$ cat src/rtl/rv32i_core_if.sv
// ----------------------------------------------------------------------------
// rv32i_core_if
// Program-memory and data-memory bus of the rv32i_core. Both ports talk to
// synchronous byte-addressed memories: address/func3/write/data are sampled at
// the rising clock edge and read data comes back in the following cycle.
//
// Signals
//   pmAddress  [31:0]  instruction fetch byte address
//   pmFunc3    [2:0]   fetch access size (always word)
//   pmWrite            fetch write strobe (always 0)
//   pmDataCOut [31:0]  fetch write data (always 0)
//   pmDataCIn  [31:0]  fetched instruction
//   dmAddress  [31:0]  data byte address
//   dmFunc3    [2:0]   access size / signedness (instruction funct3)
//   dmWrite            store strobe
//   dmDataCOut [31:0]  store data, unshifted
//   dmDataCIn  [31:0]  load data, lane-aligned and extended by the memory
//
// Modports: master = core side, slave = memory side.
// ----------------------------------------------------------------------------
interface rv32i_core_if;
    logic [31:0] pmAddress;
    logic [2:0]  pmFunc3;
    logic        pmWrite;
    logic [31:0] pmDataCOut;
    logic [31:0] pmDataCIn;

    logic [31:0] dmAddress;
    logic [2:0]  dmFunc3;
    logic        dmWrite;
    logic [31:0] dmDataCOut;
    logic [31:0] dmDataCIn;

    modport master (
        output pmAddress, pmFunc3, pmWrite, pmDataCOut,
        input  pmDataCIn,
        output dmAddress, dmFunc3, dmWrite, dmDataCOut,
        input  dmDataCIn
    );

    modport slave (
        input  pmAddress, pmFunc3, pmWrite, pmDataCOut,
        output pmDataCIn,
        input  dmAddress, dmFunc3, dmWrite, dmDataCOut,
        output dmDataCIn
    );
endinterface

$ cat src/rtl/rv32i_core.sv
// ----------------------------------------------------------------------------
// rv32i_core
// Single-issue RV32I integer core, Harvard bus. One instruction per clock,
// loads take two clocks. The instruction being executed is pmDataCIn itself;
// there is no internal instruction register, so pmAddress always carries the
// next pc and control flow has no penalty.
//
// Ports
//   clock  in   system clock, all state updates on rising edge
//   reset  in   synchronous active-high reset
//   bus    if   rv32i_core_if.master (program + data memory ports)
//
// FSM states
//   state      | meaning
//   S_EXEC     | normal execute; a load here issues its address and stalls pc
//   S_LOAD_WB  | load write-back; dmDataCIn goes to rd, pc advances
// ----------------------------------------------------------------------------
module rv32i_core #(
    parameter logic [31:0] RESET_PC = 32'h0000_0000
) (
    input  logic          clock,
    input  logic          reset,
    rv32i_core_if.master  bus
);

    localparam logic [6:0] OPC_LUI    = 7'b0110111;
    localparam logic [6:0] OPC_AUIPC  = 7'b0010111;
    localparam logic [6:0] OPC_JAL    = 7'b1101111;
    localparam logic [6:0] OPC_JALR   = 7'b1100111;
    localparam logic [6:0] OPC_BRANCH = 7'b1100011;
    localparam logic [6:0] OPC_LOAD   = 7'b0000011;
    localparam logic [6:0] OPC_STORE  = 7'b0100011;
    localparam logic [6:0] OPC_OPIMM  = 7'b0010011;
    localparam logic [6:0] OPC_OP     = 7'b0110011;

    typedef enum logic {S_EXEC, S_LOAD_WB} state_t;

    state_t      state_q, state_d;
    logic [31:0] pc_q, pc_d;
    logic [31:0] rf_q [32];
    logic [31:0] rf_d [32];

    logic [31:0] instr;
    logic [6:0]  opcode;
    logic [4:0]  rd_idx, rs1_idx, rs2_idx;
    logic [2:0]  funct3;
    logic [31:0] imm_i, imm_s, imm_b, imm_u, imm_j;
    logic [31:0] rs1_val, rs2_val;
    logic [31:0] pc_plus4;
    logic [31:0] alu_b, alu_res;
    logic [4:0]  shamt;
    logic        br_taken;
    logic        rd_we;
    logic [31:0] rd_wdata;
    logic        store_en;

    // ------------------------------------------------------------------
    // Decode
    // ------------------------------------------------------------------
    assign instr   = bus.pmDataCIn;
    assign opcode  = instr[6:0];
    assign rd_idx  = instr[11:7];
    assign funct3  = instr[14:12];
    assign rs1_idx = instr[19:15];
    assign rs2_idx = instr[24:20];

    assign imm_i = {{20{instr[31]}}, instr[31:20]};
    assign imm_s = {{20{instr[31]}}, instr[31:25], instr[11:7]};
    assign imm_b = {{19{instr[31]}}, instr[31], instr[7], instr[30:25], instr[11:8], 1'b0};
    assign imm_u = {instr[31:12], 12'h000};
    assign imm_j = {{11{instr[31]}}, instr[31], instr[19:12], instr[20], instr[30:21], 1'b0};

    // x0 is reset to zero and never written, so no read-side special case
    assign rs1_val  = rf_q[rs1_idx];
    assign rs2_val  = rf_q[rs2_idx];
    assign pc_plus4 = pc_q + 32'd4;

    // ------------------------------------------------------------------
    // ALU (shared by OP-IMM and OP)
    // ------------------------------------------------------------------
    assign alu_b = (opcode == OPC_OP) ? rs2_val : imm_i;
    assign shamt = alu_b[4:0];

    always_comb begin
        alu_res = '0;
        case (funct3)
            3'b000: alu_res = (opcode == OPC_OP && instr[30]) ? rs1_val - alu_b
                                                              : rs1_val + alu_b;
            3'b001: alu_res = rs1_val << shamt;
            3'b010: alu_res = {31'd0, $signed(rs1_val) < $signed(alu_b)};
            3'b011: alu_res = {31'd0, rs1_val < alu_b};
            3'b100: alu_res = rs1_val ^ alu_b;
            // instr[30] selects arithmetic shift for both SRAI and SRA
            3'b101: alu_res = instr[30] ? $unsigned($signed(rs1_val) >>> shamt)
                                        : rs1_val >> shamt;
            3'b110: alu_res = rs1_val | alu_b;
            default: alu_res = rs1_val & alu_b;
        endcase
    end

    always_comb begin
        br_taken = 1'b0;
        case (funct3)
            3'b000: br_taken = (rs1_val == rs2_val);
            3'b001: br_taken = (rs1_val != rs2_val);
            3'b100: br_taken = ($signed(rs1_val) <  $signed(rs2_val));
            3'b101: br_taken = ($signed(rs1_val) >= $signed(rs2_val));
            3'b110: br_taken = (rs1_val <  rs2_val);
            3'b111: br_taken = (rs1_val >= rs2_val);
            default: br_taken = 1'b0;
        endcase
    end

    // ------------------------------------------------------------------
    // Next-state / control
    // ------------------------------------------------------------------
    always_comb begin
        pc_d     = pc_plus4;
        state_d  = S_EXEC;
        rd_we    = 1'b0;
        rd_wdata = '0;
        store_en = 1'b0;
        case (opcode)
            OPC_LUI: begin
                rd_we    = 1'b1;
                rd_wdata = imm_u;
            end
            OPC_AUIPC: begin
                rd_we    = 1'b1;
                rd_wdata = pc_q + imm_u;
            end
            OPC_JAL: begin
                rd_we    = 1'b1;
                rd_wdata = pc_plus4;
                pc_d     = pc_q + imm_j;
            end
            OPC_JALR: begin
                rd_we    = 1'b1;
                rd_wdata = pc_plus4;
                pc_d     = (rs1_val + imm_i) & ~32'd1;
            end
            OPC_BRANCH: begin
                if (br_taken) pc_d = pc_q + imm_b;
            end
            OPC_LOAD: begin
                if (state_q == S_EXEC) begin
                    // re-fetch the same load so it is still on pmDataCIn
                    // during write-back
                    pc_d    = pc_q;
                    state_d = S_LOAD_WB;
                end else begin
                    rd_we    = 1'b1;
                    rd_wdata = bus.dmDataCIn;
                end
            end
            OPC_STORE: store_en = 1'b1;
            OPC_OPIMM, OPC_OP: begin
                rd_we    = 1'b1;
                rd_wdata = alu_res;
            end
            default: ;
        endcase
    end

    always_comb begin
        rf_d = rf_q;
        if (rd_we && rd_idx != 5'd0) rf_d[rd_idx] = rd_wdata;
    end

    always_ff @(posedge clock) begin
        if (reset) begin
            pc_q    <= RESET_PC;
            state_q <= S_EXEC;
            for (int i = 0; i < 32; i++) rf_q[i] <= '0;
        end else begin
            pc_q    <= pc_d;
            state_q <= state_d;
            rf_q    <= rf_d;
        end
    end

    // ------------------------------------------------------------------
    // Bus outputs
    // ------------------------------------------------------------------
    assign bus.pmAddress  = reset ? RESET_PC : pc_d;
    assign bus.pmFunc3    = 3'b010;
    assign bus.pmWrite    = 1'b0;
    assign bus.pmDataCOut = '0;

    assign bus.dmAddress  = rs1_val + ((opcode == OPC_STORE) ? imm_s : imm_i);
    assign bus.dmFunc3    = funct3;
    assign bus.dmWrite    = store_en & ~reset;
    assign bus.dmDataCOut = rs2_val;

endmodule

$ cat src/flat_wrapper.sv
// flat-port wrapper written by rule: the top's interface ports become plain ports
module rv32i_core_flat 
#(
    parameter logic [31:0] RESET_PC = 32'h0000_0000
)
  (clock, reset, bus_pmAddress, bus_pmFunc3, bus_pmWrite, bus_pmDataCOut, bus_pmDataCIn, bus_dmAddress, bus_dmFunc3, bus_dmWrite, bus_dmDataCOut, bus_dmDataCIn);
  rv32i_core_if bus_i ();
  input  logic clock;
  input  logic reset;
  output wire logic [$bits(bus_i.pmAddress)-1:0] bus_pmAddress;
  output wire logic [$bits(bus_i.pmFunc3)-1:0] bus_pmFunc3;
  output wire logic [$bits(bus_i.pmWrite)-1:0] bus_pmWrite;
  output wire logic [$bits(bus_i.pmDataCOut)-1:0] bus_pmDataCOut;
  input wire logic [$bits(bus_i.pmDataCIn)-1:0] bus_pmDataCIn;
  output wire logic [$bits(bus_i.dmAddress)-1:0] bus_dmAddress;
  output wire logic [$bits(bus_i.dmFunc3)-1:0] bus_dmFunc3;
  output wire logic [$bits(bus_i.dmWrite)-1:0] bus_dmWrite;
  output wire logic [$bits(bus_i.dmDataCOut)-1:0] bus_dmDataCOut;
  input wire logic [$bits(bus_i.dmDataCIn)-1:0] bus_dmDataCIn;
  assign bus_pmAddress = bus_i.pmAddress;
  assign bus_pmFunc3 = bus_i.pmFunc3;
  assign bus_pmWrite = bus_i.pmWrite;
  assign bus_pmDataCOut = bus_i.pmDataCOut;
  assign bus_i.pmDataCIn = bus_pmDataCIn;
  assign bus_dmAddress = bus_i.dmAddress;
  assign bus_dmFunc3 = bus_i.dmFunc3;
  assign bus_dmWrite = bus_i.dmWrite;
  assign bus_dmDataCOut = bus_i.dmDataCOut;
  assign bus_i.dmDataCIn = bus_dmDataCIn;
  rv32i_core #(.RESET_PC(RESET_PC)) u_core (.clock(clock), .reset(reset), .bus(bus_i));
endmodule
$ cat config.mk
export PLATFORM = sky130hd
export DESIGN_NAME = rv32i_core_flat
export DESIGN_NICKNAME = d
export VERILOG_FILES = /design/src/rtl/rv32i_core_if.sv /design/src/rtl/rv32i_core.sv /design/src/flat_wrapper.sv
export SDC_FILE = /design/constraint.sdc
export NUM_CORES = 2
export LEC_CHECK = 0
export CAP_MARGIN = 30
export CELL_PAD_IN_SITES_DETAIL_PLACEMENT = 1
export CELL_PAD_IN_SITES_GLOBAL_PLACEMENT = 1
export CORE_MARGIN = 3
export CORE_UTILIZATION = 44
export CTS_BUF_LIST = sky130_fd_sc_hd__clkbuf_8 sky130_fd_sc_hd__clkbuf_16
export CTS_CLUSTER_SIZE = 25
export DETAILED_ROUTE_END_ITERATION = 10
export PLACE_DENSITY = 0.83
export SETUP_SLACK_MARGIN = 0.2
export SYNTH_ARGS = -nofsm -noshare
export SYNTH_HDL_FRONTEND = slang
export SYNTH_SLANG_ARGS = --single-unit
export TNS_END_PERCENT = 10
$ cat constraint.sdc
create_clock -name clock -period 10.3 [get_ports clock]
set_input_delay 2.06 -clock clock [delete_from_list [all_inputs] [get_ports clock]]
set_output_delay 2.06 -clock clock [all_outputs]
set_load 0.02 [all_outputs]
==> reports/qor.yml <==
drt-initial-drc-count: 12700
critPathLaunch: "bus_pmDataCIn[15]"
worst_setup_path_start_kind: "input port"
met3_usage_pct: 13.1
fin_util_pct: 50.3
tritoncts: "done"
antenna_found_initial: 23
grt_pass1_vias: 80200
grtUsageMet1_pct: 56.4
dpl_cell_area_um2: 79000
grt_use_met2_pct: 66.4
grt_usage_pct: 45.3
r2r-start: "u_core.rf_q[528]$_SDFFE_PP0P_"
vias: 81000
synthMuxAreaShare_pct: 18.8
hpwlAfterDp_um: 282000
cts_max_level: 3
top_usage_layer: "met2"
cp.arrival_ns: 8.21
clk_path_buf_depth: 3
synth_async_sr_flop_share_pct: 0
critical_path_class: "in2out"
p_per_area_nw_per_um2: 128
seq_area_frac_synth_pct: 28.8
start_util_pct: 44.5
worst_slew_pin_slew_ns: 1.17
maxCapViolCount: 0
clock_sinks: 1057
clk_latency_ns: 0.80
grt_pass1_wl_um: 578000
avgSynthCellArea_um2: 8.30
multi_input_area_um2: 48400
fin_crit_ns: 10.27
fin_nets: 9012
globalplace.congestion: 1.07
ff2ff_path_depth: 17
ys.flop_type: "dfxtp_1"
ys_types: 106
chipWidth_um: 415
post-route-period-util_pct: 99.7
synth-simple-area-share_pct: 13.5
peakVddDrop_uv: 140
endpoint: "bus_pmAddress[2]"
fp.dieH_um: 415
ant_nets: 0
postCtsHoldBufs: 0
io_pins: 202
num_rows: 149
crit_fanout: 28
min_path_type: "reg2reg"
grt_max_degree: 193
synth_top_family_by_area: "compound AO/OA/AOI/OAI gates"
finClkSkew_ns: 0.0436
clockRootBuffer: "clkbuf_16"
p_leak_nw: 30.9
status: "finished clean"
syn_to_final_growth_pct: 13.2
gr-total-overflow: 0
yosys.area_share.adder_pct: 3.89
viasPerCell: 7.35
clkTransAtPathRegs_ns: 0.06
critPathRequiredTime_ns: 8.24
setup_viol: 0
numCtsBuffers: 116
dieArea_um2: 172000
fp.coreArea_um2: 166000
drc: 0
synth_edf_count: 0
routed_wl_um: 408000
slew-limit-headroom_pct: 22.2
worstSetupEndpointType: "output pin"
drt-wirelength-per-cell_um: 37.1
cts_setup_buffers: 0
final-seq-area_um2: 21200
drive_gt1_share_pct: 14.1
rrSetupSlack_ns: 3.04
grt_setup_unrepaired: "yes"
ys_seq_elements: 1057
netlist_instances: 8864
synth_xor_area_share_pct: 2.34
final_design_area_no_fill_um2: 83300
max_freq_ghz: 0.0974
fillers: 19200
first_pass_iters: 9
port_buffers: 165
syn_area_um2: 73600
reg2reg_to: "u_core.rf_q[986]$_SDFFE_PP0P_"
ys_warn_count: 0
hold_violations: 0
synth-compound-area-share_pct: 26.0
slew_viol_final: 0
-- cell usage after synthesis (48+ instances only) --
cell type / count / area, um2
dfxtp_1: 1057 / 21200
a21oi_1: 837 / 4190
o21ai_0: 705 / 3530
clkbuf_1: 694 / 2610
nor2_1: 692 / 2600
mux2i_1: 648 / 6490
nand2_1: 640 / 2400
o22ai_1: 358 / 2240
nand3_1: 340 / 1700
mux4_2: 319 / 7180
ha_1: 221 / 2770
a211oi_1: 193 / 1450
a22oi_1: 180 / 1350
inv_1: 169 / 634
nor3_1: 125 / 626
xnor2_1: 124 / 1090
buf_2: 123 / 616
o211ai_1: 113 / 848
a31oi_1: 106 / 663
buf_4: 86 / 646
and3_1: 84 / 526
a21o_1: 78 / 586
xor2_1: 73 / 639
nor4_1: 72 / 450
o31ai_1: 62 / 465
nor2b_1: 57 / 357
a221oi_1: 53 / 464
buf_1: 49 / 184
o21bai_1: 49 / 368
nand4_1: 48 / 300
-- power breakdown --
| part | internal [mW] | leakage [nW] | switching [mW] | total (mW) |
|---|---|---|---|---|
| combinational | 0.640 | 20.4 | 1.39 | 2.03 |
| sequential | 4.09 | 8.51 | 0.0148 | 4.11 |
| clock | 2.61 | 2.07 | 1.93 | 4.55 |
-- stage by stage --
step                      hold WS (ns)  power (mW)  instances  TNS (ns)  worst slack [ns]
after floorplan                  0.443        5.31       8898         0             0.730
after global placement           0.455        6.12      10800    -10.80            -0.555
after detailed placement         0.471        6.13      10800    -13.43            -0.667
after CTS                        0.482        10.6      11000         0             0.213
after global routing             0.495        10.9      11000         0            0.0117
final                            0.487        10.7      11000         0            0.0316
-- layout by cell type, fill, tap and decap left out, types with 105 or more instances in the layout --
| cell | instances |
|---|---|
| dfxtp_1 | 1057 |
| a21oi_1 | 833 |
| o21ai_0 | 699 |
| nor2_1 | 653 |
| mux2i_1 | 646 |
| nand2_1 | 609 |
| buf_4 | 460 |
| o22ai_1 | 357 |
| nand3_1 | 339 |
| mux4_2 | 319 |
| ha_1 | 221 |
| a211oi_1 | 187 |
| inv_1 | 186 |
| a22oi_1 | 179 |
| clkdlybuf4s50_1 | 130 |
| xnor2_1 | 123 |
| nor3_1 | 120 |
| clkbuf_16 | 117 |
| o211ai_1 | 113 |
| a31oi_1 | 105 |
-- per-layer routing --
metal	vias to the layer above	share of wire (%)
met4	8	8.7
met3	1748	12
met5	-	0.014
li1	32800	-
met1	40400	37
met2	6000	42
-- worst min-delay path by stage --
stage / from / end / slack (ns) / depth (start not counted)
2_1_floorplan: u_core.rf_q[144]$_SDFFE_PP0P_ / u_core.rf_q[144]$_SDFFE_PP0P_ / 0.44 / 2
3_3_place_gp: u_core.rf_q[818]$_SDFFE_PP0P_ / u_core.rf_q[818]$_SDFFE_PP0P_ / 0.45 / 2
3_5_place_dp: u_core.rf_q[592]$_SDFFE_PP0P_ / u_core.rf_q[592]$_SDFFE_PP0P_ / 0.47 / 2
4_1_cts: u_core.rf_q[304]$_SDFFE_PP0P_ / u_core.rf_q[304]$_SDFFE_PP0P_ / 0.48 / 2
5_1_grt: u_core.rf_q[1006]$_SDFFE_PP0P_ / u_core.rf_q[1006]$_SDFFE_PP0P_ / 0.49 / 1
6_report: u_core.rf_q[993]$_SDFFE_PP0P_ / u_core.rf_q[993]$_SDFFE_PP0P_ / 0.49 / 1
-- flip-flops by register name, indices dropped and copies added (netlist names) --
register and cells:
u_core.rf_q 1024, u_core.pc_q 32, u_core.state_q 1
-- cell type report --
| class | count | area share, % |
|---|---|---|
| clock buffers | 140 | 3.90 |
| multi-input cells | 6689 | 58.1 |
| repair buffers | 678 | 7.38 |
| diodes | 16 | 0.0481 |
| well taps | 2189 | 3.29 |
| inverters | 178 | 0.822 |
| flip-flops and latches | 1057 | 25.4 |
| clock inverters | 76 | 1.04 |
-- cell families after synthesis --
| logic type | Yosys count |
|---|---|
| XOR/XNOR | 197 |
| adder cells (fa/ha/maj) | 226 |
| AND/OR/NAND/NOR | 2187 |
| buffers and inverters | 1152 |
| flip-flops | 1057 |
| other | 2 |
| AO/OA/AOI/OAI | 3064 |
| multiplexers | 979 |
-- critical path: stages --
cell and delay [ns]:
clkdlybuf4s50_1 0.47, buf_12 0.18, buf_4 0.18, nand4b_1 0.18, buf_12 0.31, o22ai_1 0.15
nor4_2 0.37, nand3b_1 0.34, buf_4 0.26, ha_1 0.31, nand4_1 0.15, nor3_4 0.27
nand3_1 0.16, or3_1 0.45, mux2_2 0.31, a211oi_2 0.27, buf_4 0.19, nand2_1 0.09
buf_12 0.16, buf_4 0.19, nand2_1 0.09, o211ai_1 0.11, a21oi_1 0.26, clkdlybuf4s50_1 0.65
-- repair_timing --
item | 4_1_cts | 5_1_grt
pin swaps | 3 | 2
resized for setup | 33 | 2
setup endpoints to repair | 31 | 29
No activity file was read; power rests on OpenSTA's default activity.
